[src/rtl/fpu_result_wb_if.sv]
// Valid/ready result stream carrying a packed FP result, its IEEE flags and its precision.
interface fpu_result_wb_if #(
   parameter int unsigned WIDTH = 64,
   parameter int unsigned FLAGW = 5
);
   logic             valid;
   logic             ready;
   logic [WIDTH-1:0] fp;
   logic [FLAGW-1:0] flags;
   logic             db;

   modport master (output valid, fp, flags, db, input ready);
   modport slave  (input valid, fp, flags, db, output ready);
endinterface

[src/rtl/fpu_result_wb.sv]
// FP writeback stage: result FIFO, sticky IEEE status register and precise trap on commit.
module fpu_result_wb #(
   parameter int unsigned WIDTH = 64,
   parameter int unsigned FLAGW = 5,
   parameter int unsigned DEPTH = 2
) (
   input  logic             clk,
   input  logic             rst,
   fpu_result_wb_if.slave   in_bus,
   fpu_result_wb_if.master  out_bus,
   input  logic [FLAGW-1:0] trap_en,
   input  logic             fsr_clr,
   input  logic             fsr_wr,
   input  logic [FLAGW-1:0] fsr_wdata,
   output logic [FLAGW-1:0] fsr,
   output logic             trap,
   output logic [FLAGW-1:0] trap_cause,
   input  logic             trap_ack
);
   localparam int unsigned PTRW = $clog2(DEPTH);
   localparam int unsigned CNTW = $clog2(DEPTH) + 1;

   typedef enum logic {RUN, TRAP} state_t;

   state_t            state;
   logic [PTRW-1:0]   wr_ptr;
   logic [PTRW-1:0]   rd_ptr;
   logic [CNTW-1:0]   count;
   logic [WIDTH-1:0]  fp_mem   [DEPTH];
   logic [FLAGW-1:0]  flag_mem [DEPTH];
   logic              db_mem   [DEPTH];

   logic              full;
   logic              empty;
   logic              push;
   logic              pop;
   logic              trap_hit;
   logic [FLAGW-1:0]  commit_flags;
   logic [FLAGW-1:0]  fsr_base;

   assign full  = (count == CNTW'(DEPTH));
   assign empty = (count == CNTW'(0));

   assign in_bus.ready  = !full && (state == RUN);
   assign out_bus.valid = !empty && (state == RUN);
   assign out_bus.fp    = empty ? '0 : fp_mem[rd_ptr];
   assign out_bus.flags = empty ? '0 : flag_mem[rd_ptr];
   assign out_bus.db    = empty ? 1'b0 : db_mem[rd_ptr];

   assign push     = in_bus.valid && in_bus.ready;
   assign pop      = out_bus.valid && out_bus.ready;
   assign trap_hit = pop && (|(out_bus.flags & trap_en));

   // Committed flags are OR'd in after clear/write so a same-cycle commit is never lost.
   assign commit_flags = pop ? out_bus.flags : '0;
   assign fsr_base     = fsr_clr ? '0 : (fsr_wr ? fsr_wdata : fsr);

   // Entry storage needs no reset; the empty mux hides stale contents.
   always_ff @(posedge clk) begin
      if (push) begin
         fp_mem[wr_ptr]   <= in_bus.fp;
         flag_mem[wr_ptr] <= in_bus.flags;
         db_mem[wr_ptr]   <= in_bus.db;
      end
   end

   always_ff @(posedge clk) begin
      if (rst) begin
         state      <= RUN;
         wr_ptr     <= '0;
         rd_ptr     <= '0;
         count      <= '0;
         fsr        <= '0;
         trap       <= 1'b0;
         trap_cause <= '0;
      end else begin
         if (push) wr_ptr <= wr_ptr + PTRW'(1);
         if (pop)  rd_ptr <= rd_ptr + PTRW'(1);
         case ({push, pop})
            2'b10:   count <= count + CNTW'(1);
            2'b01:   count <= count - CNTW'(1);
            default: count <= count;
         endcase

         fsr <= fsr_base | commit_flags;

         case (state)
            RUN: begin
               if (trap_hit) begin
                  state      <= TRAP;
                  trap       <= 1'b1;
                  trap_cause <= out_bus.flags & trap_en;
               end
            end
            TRAP: begin
               if (trap_ack) begin
                  state <= RUN;
                  trap  <= 1'b0;
               end
            end
            default: state <= RUN;
         endcase
      end
   end
endmodule

[src/flat_wrapper.sv]
// flat-port wrapper written by rule: the top's interface ports become plain ports
module fpu_result_wb_flat 
#(
   parameter int unsigned WIDTH = 64,
   parameter int unsigned FLAGW = 5,
   parameter int unsigned DEPTH = 2
)
  (clk, rst, trap_en, fsr_clr, fsr_wr, fsr_wdata, fsr, trap, trap_cause, trap_ack, in_bus_valid, in_bus_fp, in_bus_flags, in_bus_db, in_bus_ready, out_bus_valid, out_bus_fp, out_bus_flags, out_bus_db, out_bus_ready);
  fpu_result_wb_if #(.WIDTH(WIDTH), .FLAGW(FLAGW)) in_bus_i ();
  fpu_result_wb_if #(.WIDTH(WIDTH), .FLAGW(FLAGW)) out_bus_i ();
  input  logic clk;
  input  logic rst;
  input  logic [FLAGW-1:0] trap_en;
  input  logic fsr_clr;
  input  logic fsr_wr;
  input  logic [FLAGW-1:0] fsr_wdata;
  output logic [FLAGW-1:0] fsr;
  output logic trap;
  output logic [FLAGW-1:0] trap_cause;
  input  logic trap_ack;
  input wire logic [$bits(in_bus_i.valid)-1:0] in_bus_valid;
  input wire logic [$bits(in_bus_i.fp)-1:0] in_bus_fp;
  input wire logic [$bits(in_bus_i.flags)-1:0] in_bus_flags;
  input wire logic [$bits(in_bus_i.db)-1:0] in_bus_db;
  output wire logic [$bits(in_bus_i.ready)-1:0] in_bus_ready;
  output wire logic [$bits(out_bus_i.valid)-1:0] out_bus_valid;
  output wire logic [$bits(out_bus_i.fp)-1:0] out_bus_fp;
  output wire logic [$bits(out_bus_i.flags)-1:0] out_bus_flags;
  output wire logic [$bits(out_bus_i.db)-1:0] out_bus_db;
  input wire logic [$bits(out_bus_i.ready)-1:0] out_bus_ready;
  assign in_bus_i.valid = in_bus_valid;
  assign in_bus_i.fp = in_bus_fp;
  assign in_bus_i.flags = in_bus_flags;
  assign in_bus_i.db = in_bus_db;
  assign in_bus_ready = in_bus_i.ready;
  assign out_bus_valid = out_bus_i.valid;
  assign out_bus_fp = out_bus_i.fp;
  assign out_bus_flags = out_bus_i.flags;
  assign out_bus_db = out_bus_i.db;
  assign out_bus_i.ready = out_bus_ready;
  fpu_result_wb #(.WIDTH(WIDTH), .FLAGW(FLAGW), .DEPTH(DEPTH)) u_core (.clk(clk), .rst(rst), .in_bus(in_bus_i), .out_bus(out_bus_i), .trap_en(trap_en), .fsr_clr(fsr_clr), .fsr_wr(fsr_wr), .fsr_wdata(fsr_wdata), .fsr(fsr), .trap(trap), .trap_cause(trap_cause), .trap_ack(trap_ack));
endmodule
[config.mk]
export PLATFORM = sky130hd
export DESIGN_NAME = fpu_result_wb_flat
export DESIGN_NICKNAME = d
export VERILOG_FILES = /design/src/rtl/fpu_result_wb_if.sv /design/src/rtl/fpu_result_wb.sv /design/src/flat_wrapper.sv
export SDC_FILE = /design/constraint.sdc
export NUM_CORES = 1
export LEC_CHECK = 0
export BUFFER_PORTS_ARGS = -buffer_cell sky130_fd_sc_hd__buf_4
export CORE_UTILIZATION = 52
export CTS_CLUSTER_SIZE = 25
export DETAILED_ROUTE_END_ITERATION = 12
export PLACE_DENSITY_LB_ADDON = 0.08
export SLEW_MARGIN = 10
export SYNTH_ARGS = -nofsm -noshare
export SYNTH_HDL_FRONTEND = slang
export SYNTH_SLANG_ARGS = --single-unit
[constraint.sdc]
create_clock -name clk -period 5.8 [get_ports clk]
set_input_delay 1.45 -clock clk [delete_from_list [all_inputs] [get_ports clk]]
set_output_delay 1.45 -clock clk [all_outputs]
set_load 0.05 [all_outputs]
---- Yosys cells after proc, flatten, opt, wreduce, memory -nomap -nowiden ----
Memories as Yosys holds them, arrays and structs flattened. A register that Yosys moved wholly into a read port is not among the register bits.
Cells that the tools add are included.
word-level totals
  RAM bits ................................ 140
  output and inout port bits .............. 83
  register bits ........................... 16
  input port bits ......................... 87
  memories kept ........................... 3
memories
  name             words  bits a word  read ports  clocked after Yosys merged registers in  write ports  RTL line             source
  u_core.fp_mem    2      64           1           1                                        1            fpu_result_wb.sv:29  logic [WIDTH-1:0] fp_mem [DEPTH];
  u_core.flag_mem  2      5            1           1                                        1            fpu_result_wb.sv:30  logic [FLAGW-1:0] flag_mem [DEPTH];
  u_core.db_mem    2      1            1           1                                        1            fpu_result_wb.sv:31  logic db_mem [DEPTH];
cells by class
  $add $sub $neg .......................... 4
  muxes and demuxes ....................... 21
  eq/ne operators ......................... 5
  bitwise gates (word level) .............. 3
  reduce and logical (&&, ||, !) cells .... 12
operators by type and width
  operator               count
  $mux W64               1
  $mux W5                4
  $mux W1                13
  $and A5 B5 Y5          1
  $logic_and A1 B1 Y1    5
  $or A5 B5 Y5           1
  $reduce_or A5 Y1       1
  $eq A2 B2 Y1 const B   2
  $pmux W1 S2            2
  $pmux W2 S2            1
  $reduce_and A2 Y1      2
  $add A1 B1 Y1 const B  2
  $add A2 B1 Y2 const B  1
  $eq A2 B1 Y1 const B   1
  $logic_not A1 Y1       2
  $logic_not A2 Y1       1
  $ne A2 B1 Y1 const B   1
  $ne A2 B2 Y1 const B   1
  $reduce_bool A2 Y1     1
  $sub A2 B1 Y2 const B  1
  $not A1 Y1             1

---- Logic depth before layout (Yosys ltp) ----
Gate-level depths: netlist (run 1).
  depth after elaboration ................. 7
  depth in mapped cells ................... 8
  depth with buffers taken out ............ 7

---- Worst setup path after synthesis (run 1) ----
OpenSTA, ideal clock, no wires.
  path kind ............................... input-to-reg
  start point ............................. input in_bus_valid
  end point ............................... memory u_core.db_mem[0] (enable)
  arrival time ............................ 4.557 ns
  setup slack ............................. 0.744 ns
  data required time ...................... 5.301 ns
  stages .................................. 2
  path through ............................ o211ai_1 > nor2_1
between the ends
  cells in the longest elaborated chain, start to end .. 3
ends and longest elaborated chain
  item                           RTL line             source
  start: declaration             flat_wrapper.sv:21   input wire logic [$bits(in_bus_i.valid)-1:0] in_bus_valid;
  $logic_and A1 B1 Y1            fpu_result_wb.sv:50  assign push = in_bus.valid && in_bus.ready;
  $mux W1                        fpu_result_wb.sv:60  if (push) begin
  $mux W1 (not written as such)  fpu_result_wb.sv:63  db_mem[wr_ptr] <= in_bus.db;
  end: declaration               fpu_result_wb.sv:31
No other way between the ends.

==> flow_metrics.tcl, run 1 <==
set metrics [dict create \
    status "completed" \
    ys_seq_elements 157 \
    cts.path.max_buffers 2 \
    setup_viol 0 \
    cts.sinks 157 \
    dieArea_um2 12100 \
    drive_gt1_share_pct 36.5 \
    first_global_vias 3399 \
    viasPerCell 5.17 \
    p_leak_uw 0.00307 \
    dpl.cell_count 685 \
    power_density_nw_per_um2 586 \
    clkPwrFrac_pct 24.6 \
    netlist_area_um2 6070 \
    finalWirelength_um 11700 \
    min_from "u_core.trap" \
    p_seq_share_pct 34.1 \
    hold_slack_ps 508 \
    worstSetupPathType "reg -> out" \
    grt_pass1_wl_um 17000 \
    avgRoutedWirePerCell_um 16.4 \
    p_total_uw 4730 \
    min_period_over_period_pct 66.7 \
    cts_root_buffer "clkbuf_16" \
    timing.rr.start "u_core.count[0]" \
    finalInstanceArea_um2 8080 \
    ctsHoldBuffers 0 \
    insertion_delay_ps 410 \
    combinationalPowerShare_pct 41.3 \
    n_antenna_cell 0 \
    gp_congestion 0.766 \
    post_cts_resized 0 \
    post-cts-setup-buffer-count 0 \
    first_pass_iters 6 \
    ir_drop_uv 424 \
    fin_cells 715 \
    max_cap_viol_count 0 \
    syn_nets 477 \
    rsz0062_at_grt "false" \
    cts_buffers 17 \
    finalClockSkew_ps 6.22 \
    worstSetupStartpointType "flip-flop" \
    antenna_found_initial 0 \
    synth_area_per_cell_um2 15.6 \
    io_buffers 169 \
    antenna_left 0 \
    cp.required_ps 4350 \
    drc_errors 0 \
    setup_tns_ps 0 \
    rows 39 \
    switchingPower_uw 1920 \
    die_width_um 110 \
    dp_hpwl_um 7580 \
    netSwitchingFraction_pct 40.5 \
    max_slew_margin_pct 46.9 \
    ys_seq_area_share_pct 74.9 \
    area_growth_pct 33.2 \
    h-tree-depth 4 \
    initial_core_util_pct 53.1 \
    grt.overflow.total 0 \
    critPathCaptureType "primary output" \
    tightest_slew_ps 795 \
    post_dp_cell_area_um2 7460 \
    p_int_uw 2820 \
    ys_types 29 \
    pin_count 170 \
    fp.coreArea_um2 11400 \
    cts_tree "built" \
    finish.net_count 649 \
    hold_class "reg -> reg" \
    slew_viol_final 0 \
    finalHoldViolations 0 \
    netlist_instances 389 \
    vias 3693 \
    clk_pin_slew_ps 60 \
    synth_warnings 0 \
    cp.arrival_ps 2420 \
    die_h_um 110 \
    grt_usage_pct 19.6 \
    drt_iter0_drc 187 \
    fmax_mhz 259 \
    grt_max_degree 46 \
    critPathMaxFanout 45 \
    fin_crit_ps 3870 \
]
==> worst paths after layout <==
path	end	slack, ps	depth (start not counted)
min reg2reg	u_core.trap	510	1
max	out_bus_fp[2]	1930	4
min	u_core.trap	510	1
max reg2reg	u_core.fp_mem[1][28]	3110	3
==> flip-flops by register name (all words and copies together), names as in the netlist, named ones only <==
register	flops
u_core.wr_ptr	1
u_core.trap	1
u_core.trap_cause	5
u_core.db_mem	2
u_core.fp_mem	128
u_core.flag_mem	10
u_core.state	1
u_core.fsr	5
u_core.count	2
u_core.rd_ptr	1
==> layout make-up <==
type,instances,area (µm²)
clock buffers,19,433
clock inverters,11,194
fillers,771,3340
inverters,4,15.0
multi-input cells,208,1420
flip-flops and latches,157,4550
well taps,143,179
repair buffers,173,1300
==> cell usage in the layout (no fill, tap or decap), types with 2 or more instances in the layout <==
cell          n
a21oi_1       3
a31oi_1       6
buf_4       173
bufinv_16     5
clkbuf_1      2
clkbuf_16    17
clkinvlp_4    4
dfxtp_1      16
edfxtp_1    140
inv_1         3
mux2i_1      74
nand2_1       5
nand3_1       8
nor2_1       77
nor2_4        3
nor2b_1       4
o2111ai_1     4
o21a_1        2
o21ai_0       5
o22a_2        2
o22ai_1       4
xnor2_1       3
==> cells in the mapped netlist <==
cell	n	area, µm²
a21oi_1	3	15.0
a31oi_1	6	37.5
and2_1	1	6.26
buf_2	9	45.0
buf_4	6	45.0
buf_6	1	11.3
clkbuf_1	4	15.0
dfxtp_1	17	340
edfxtp_1	140	4200
ha_1	1	12.5
inv_1	3	11.3
inv_2	1	3.75
mux2_2	1	11.3
mux2i_1	74	741
nand2_1	5	18.8
nand3_1	8	40.0
nor2_1	80	300
nor2b_1	4	25.0
o2111ai_1	4	35.0
o211ai_1	1	7.51
o21a_1	2	15.0
o21ai_0	5	25.0
o21ba_1	1	10.0
o22a_2	2	20.0
o22ai_1	4	25.0
or2_1	1	6.26
or3_1	1	6.26
xnor2_1	3	26.3
xor2_1	1	8.76
==> worst max-delay path: stages (launching register included) <==
cell,delay (ps)
dfxtp_4,870
buf_4,530
mux2i_1,290
nor2_1,70
buf_4,230
==> metal layers <==
metal	global-route usage, %	wire length [µm]	vias to the layer above
li1	-	-	1786
met1	24.8	5030	1768
met2	31.0	5680	130
met3	6.58	812	9
met4	8.38	179	0
met5	0	0	-
==> power by group through the flow <==
stage                     combinational, µW  sequential (µW)  clock, µW
after global routing                   2060             1630       1240
after floorplan                        1440             1610          0
after detailed placement               1970             1630          0
after CTS                              1970             1610       1190
final                                  1960             1610       1170
after global placement                 1960             1620          0
==> cells by family (layout without fill, tap and decap cells) <==
| group | after synthesis | after routing | share of synthesized area (%) |
|---|---|---|---|
| buffers and inverters | 24 | 207 | 2.16 |
| and+or+nand+nor | 100 | 100 | 6.64 |
| adders and majority gates | 1 | 1 | 0.206 |
| DFF | 157 | 157 | 74.9 |
| muxes | 75 | 75 | 12.4 |
| xor gates and xnor gates | 4 | 4 | 0.577 |
| AOI/OAI and AO/OA | 28 | 28 | 3.13 |
==> metrics by stage <==
| step | utilization [%] | setup WS (ps) |
|---|---|---|
| 3_5_place_dp | 65.3 | 2220 |
| 5_1_grt | 70.8 | 1780 |
| 2_1_floorplan | - | 744 |
| 4_1_cts | 70.8 | 1910 |
| 3_3_place_gp | 65.3 | 2280 |
| 6_report | 70.8 | 1930 |
(Power assumes the default switching activity.)
==> inputs of run 2 (changes only) <==
--- a/config.mk
+++ b/config.mk
@@ -6,7 +6,7 @@
 export NUM_CORES = 1
 export LEC_CHECK = 0
 export BUFFER_PORTS_ARGS = -buffer_cell sky130_fd_sc_hd__buf_4
-export CORE_UTILIZATION = 52
+export CORE_UTILIZATION = 47
 export CTS_CLUSTER_SIZE = 25
 export DETAILED_ROUTE_END_ITERATION = 12
 export PLACE_DENSITY_LB_ADDON = 0.08
==> constraint.sdc (replaced) <==
create_clock -name clk -period 3.1 [get_ports clk]
set_input_delay 0.775 -clock clk [delete_from_list [all_inputs] [get_ports clk]]
set_output_delay 0.775 -clock clk [all_outputs]
set_load 0.05 [all_outputs]
==> run 2 against run 1 <==
  * Clock skew decreased by 1.2 ps
  * Global-route usage shrank 0.71 points
  * Sequential power rose by 83%
  * Critical endpoint is now out_bus_fp[40]
  * Clock power rose by 79%
  * First-iteration DRC count grew 16%
  * Power is 87% higher
  * Largest power group unchanged
  * Wire length grew 3.9%
  * Clock-buffer cell count is 2 lower
  * Non-clock buffer count rose by 4
  * Cell count up 4.9%
  * Die area grew 10%
==> flow_metrics.tcl, run 2 (same netlist as run 1, synthesis figures left out) <==
set metrics [dict create \
    cp.required_ps 2320 \
    final_common_cell "buf_4" \
    rows 41 \
    worstSetupStartpointType "flip-flop" \
    critPathCaptureType "primary output" \
    largest_reg_flops 128 \
    clk_pin_slew_ps 60 \
    finalHoldViolations 0 \
    pre_cts_slack_ps 774 \
    ctsHoldBuffers 0 \
    min_period_over_period_pct 86.2 \
    max_cap_viol_count 0 \
    finish.net_count 653 \
    avgRoutedWirePerCell_um 16.2 \
    die_h_um 116 \
    drt_iter0_drc 217 \
    fmax_mhz 374 \
    tightest_slew_ps 690 \
    rsz0062_at_grt "false" \
    p_leak_uw 0.00310 \
    regMostFlops "u_core.fp_mem" \
    dieArea_um2 13400 \
    n_antenna_cell 0 \
    cts_root_buffer "clkbuf_16" \
    worstSetupPathType "reg -> out" \
    drive_gt1_share_pct 37.0 \
    area_growth_pct 34.3 \
    mostFrequentLayoutCells "buf_4, edfxtp_1, nor2_1" \
    min_from "u_core.trap" \
    cp.arrival_ps 1900 \
    reg2regPathDepth 6 \
    grt_usage_pct 18.9 \
    cts.path.max_buffers 2 \
    min_path_cells 1 \
    antenna_left 0 \
    initial_core_util_pct 48.1 \
    setup_tns_ps 0 \
    grt_max_degree 42 \
    max_slew_margin_pct 53.8 \
    dp_hpwl_um 7980 \
    first_pass_iters 4 \
    p_total_uw 8840 \
    fp.coreArea_um2 12600 \
    grt.overflow.total 0 \
    rrSetupSlack_ps 830 \
    timing.rr.start "u_core.count[0]" \
    post_dp_cell_area_um2 7550 \
    fin_cells 750 \
    post-cts-setup-buffer-count 0 \
    power_density_nw_per_um2 1080 \
    critPathMaxFanout 20 \
    cts.sinks 157 \
    insertion_delay_ps 410 \
    ir_drop_uv 601 \
    status "completed" \
    pin_count 170 \
    finalWirelength_um 12200 \
    viasPerCell 5.03 \
    drc_errors 0 \
    whs_endpoint "u_core.trap" \
    h-tree-depth 4 \
    vias 3771 \
    die_width_um 116 \
    cts_buffers 17 \
    finalInstanceArea_um2 8150 \
    cts_tree "built" \
    post_cts_resized 0 \
    io_buffers 169 \
    reg2reg_to "u_core.count[1]" \
    first_global_vias 3754 \
    finalClockSkew_ps 4.99 \
    setup_viol 0 \
    grt_pass1_wl_um 18400 \
    finalWorstSetupSlack_ps 429 \
    antenna_found_initial 0 \
    reg_top3 "u_core.fp_mem (128), u_core.flag_mem (10)" \
    hold_class "reg -> reg" \
    slew_viol_final 0 \
    dpl.cell_count 718 \
    fin_crit_ps 2670 \
    gp_congestion 0.778 \
]
run 2: cell types whose count changed in the layout (fill, tap and decap cells not counted), sizes merged:
| cell | change |
|---|---|
| bufinv | -1 |
| clkbuf | -2 |
| buf | +4 |
| clkinvlp | -3 |
| clkinv | +8 |
run 2: report_power, final:
| part | internal, µW | total, µW | switching, µW |
|---|---|---|---|
| Clock | 1330 | 2090 | 764 |
| Combinational | 1130 | 3800 | 2670 |
| Sequential | 2780 | 2950 | 174 |
run 2: final cells by class:
| cell class | instances | area [µm²] |
|---|---|---|
| sequential | 157 | 4550 |
| inverter | 4 | 15.0 |
| clock inverter | 15 | 178 |
| timing repair buffer | 177 | 1350 |
| clock buffer | 17 | 425 |
| fill | 1007 | 4470 |
| tap | 172 | 215 |
| multi-input combinational | 208 | 1420 |
run 2: worst max-delay path, stage by stage, from the launching register on:
cell	delay, ps
dfxtp_4	570
buf_4	380
mux2i_1	240
nor2_1	80
buf_4	200
run 2: worst max-delay path by stage:
stage	endpoint	slack (ps)	cells past startpoint
final	out_bus_fp[40]	430	4
after floorplan	u_core.db_mem[1]	-130	2
after detailed placement	u_core.count[1]	770	6
after CTS	out_bus_fp[40]	380	4
after global routing	out_bus_fp[40]	330	4
after global placement	u_core.count[1]	820	6
run 2: per-stage QoR:
step,util (%),hold slack [ps]
after floorplan,-,481
after global placement,59.8,468
after detailed placement,59.8,477
after CTS,64.6,491
after global routing,64.6,517
final,64.6,483
run 2: layer usage:
metal,GRT usage [%],wire [µm],vias up
met5,0,0,-
met4,9.06,211,0
met3,6.69,948,17
met2,31.6,6030,134
met1,21.8,4970,1823
li1,-,-,1797
==> inputs of run 3 (changes only) <==
--- a/config.mk
+++ b/config.mk
@@ -9,7 +9,7 @@
 export CORE_UTILIZATION = 47
 export CTS_CLUSTER_SIZE = 25
 export DETAILED_ROUTE_END_ITERATION = 12
-export PLACE_DENSITY_LB_ADDON = 0.08
+export PLACE_DENSITY = 0.8
 export SLEW_MARGIN = 10
 export SYNTH_ARGS = -nofsm -noshare
 export SYNTH_HDL_FRONTEND = slang
==> run 3 against run 2 <==
  * Utilization down 0.41 points
  * Critical path type unchanged
  * Combinational power about the same
  * Clock-buffer cell count up 2
  * Wire length up 2.6%
  * Sequential cell count unchanged
  * Largest cell class unchanged
  * Non-clock buffer count down 1
  * Global-route usage up 0.16 points
  * Maximum frequency up 3.5%
  * Register-to-register slack about the same
  * Highest routed layer unchanged
  * Design area down 0.63%
==> flow_metrics.tcl, run 3 (same netlist as run 1, synthesis figures left out) <==
set metrics [dict create \
    grt_usage_pct 19.0 \
    setup_viol 0 \
    ir_drop_uv 559 \
    first_pass_iters 5 \
    finalWirelength_um 12500 \
    io_buffers 169 \
    max_slew_margin_pct 53.0 \
    fillers 945 \
    post-cts-setup-buffer-count 0 \
    hold_slack_ps 473 \
    cts_root_buffer "clkbuf_16" \
    worstSetupStartpointType "flip-flop" \
    finalWorstSetupSlack_ps 520 \
    worstSetupPathType "reg -> out" \
    cts_buffers 17 \
    fmax_mhz 388 \
    slew_viol_final 0 \
    crit_chain "buf_4, mux2i_1, nor2_1, buf_4" \
    p_leak_uw 0.00307 \
    n_antenna_cell 0 \
    cts.sinks 157 \
    area_growth_pct 33.5 \
    critPathCaptureType "primary output" \
    reg_top3 "u_core.fp_mem (128), u_core.flag_mem (10)" \
    power_density_nw_per_um2 1080 \
    grt_pass1_wl_um 18700 \
    ctsHoldBuffers 0 \
    gp_congestion 0.938 \
    dp_hpwl_um 8180 \
    h-tree-depth 4 \
    cp.arrival_ps 1810 \
    drt_iter0_drc 322 \
    path_delay_family "buffers and inverters" \
    mostFrequentLayoutCells "buf_4, edfxtp_1, nor2_1" \
    initial_core_util_pct 48.1 \
    insertion_delay_ps 420 \
    max_cap_viol_count 0 \
    fin_crit_ps 2580 \
    regMostFlops "u_core.fp_mem" \
    drc_errors 0 \
    critPathMaxStageDelay_ps 430 \
    avgRoutedWirePerCell_um 16.7 \
    clk_pin_slew_ps 60 \
    pin_count 170 \
    pre_cts_slack_ps 776 \
    dieArea_um2 13400 \
    finalHoldViolations 0 \
    rsz0062_at_grt "false" \
    critPathMaxFanout 25 \
    grt_max_degree 65 \
    grt.overflow.total 0 \
    first_global_vias 3771 \
    tightest_slew_ps 701 \
    viasPerCell 5.10 \
    finalClockSkew_ps 7.32 \
    cp_slowest_cell "dfxtp_4" \
    cts_tree "built" \
    finish.net_count 652 \
    die_width_um 116 \
    postLayoutCoreUtil_pct 64.2 \
    antenna_found_initial 0 \
    cp_common_cell "buf_4" \
    fp.coreArea_um2 12600 \
    post_cts_resized 0 \
    final_common_cell "buf_4" \
    rows 41 \
    drive_gt1_share_pct 36.0 \
    status "completed" \
    cts.path.max_buffers 2 \
    antenna_left 0 \
    cp.required_ps 2320 \
    cp_num_buf_inv 2 \
    die_h_um 116 \
    min_period_over_period_pct 83.2 \
    hold_class "reg -> reg" \
    largest_reg_flops 128 \
    vias 3813 \
]
==> run 3: per-stage QoR <==
stage,power [µW],cells,TNS [ps],area [µm²]
3_5_place_dp,6810,717,0,7540
3_3_place_gp,6750,717,0,7540
2_1_floorplan,5690,389,-18600,6070
6_report,8750,747,0,8100
5_1_grt,9090,747,0,8100
4_1_cts,8810,747,0,8100
==> run 3: path summary, 6_finish.rpt <==
kind / startpoint / to / slack, ps / cells after the start
min: u_core.trap / u_core.trap / 470 / 1
max: flip-flop / out_bus_fp[7] / 520 / 4
min reg2reg: u_core.trap / u_core.trap / 470 / 1
max reg2reg: u_core.count[0] / u_core.count[1] / 830 / 6
==> run 3: power breakdown <==
part / internal, µW / switching [µW] / leakage (µW)
Combinational: 1120 / 2710 / 0.00135
Sequential: 2780 / 152 / 0.00145
Clock: 1240 / 755 / 0.000270
==> run 3: layout make-up <==
cell class | count | area [µm²] | area share, %
multi-input combinational | 208 | 1420 | 17.5
clock inverter | 11 | 126 | 1.56
tap | 172 | 215 | 2.66
sequential | 157 | 4550 | 56.2
timing repair buffer | 176 | 1350 | 16.6
inverter | 4 | 15.0 | 0.185
clock buffer | 19 | 433 | 5.35
==> run 3: metal layers <==
metal | GRT usage [%] | part of all wire [%] | routed length, µm
met2 | 32.4 | 51 | 6340
met4 | 8.72 | 2.1 | 261
met1 | 21.4 | 38 | 4760
met5 | 0 | 0 | 0
met3 | 7.11 | 8.9 | 1120
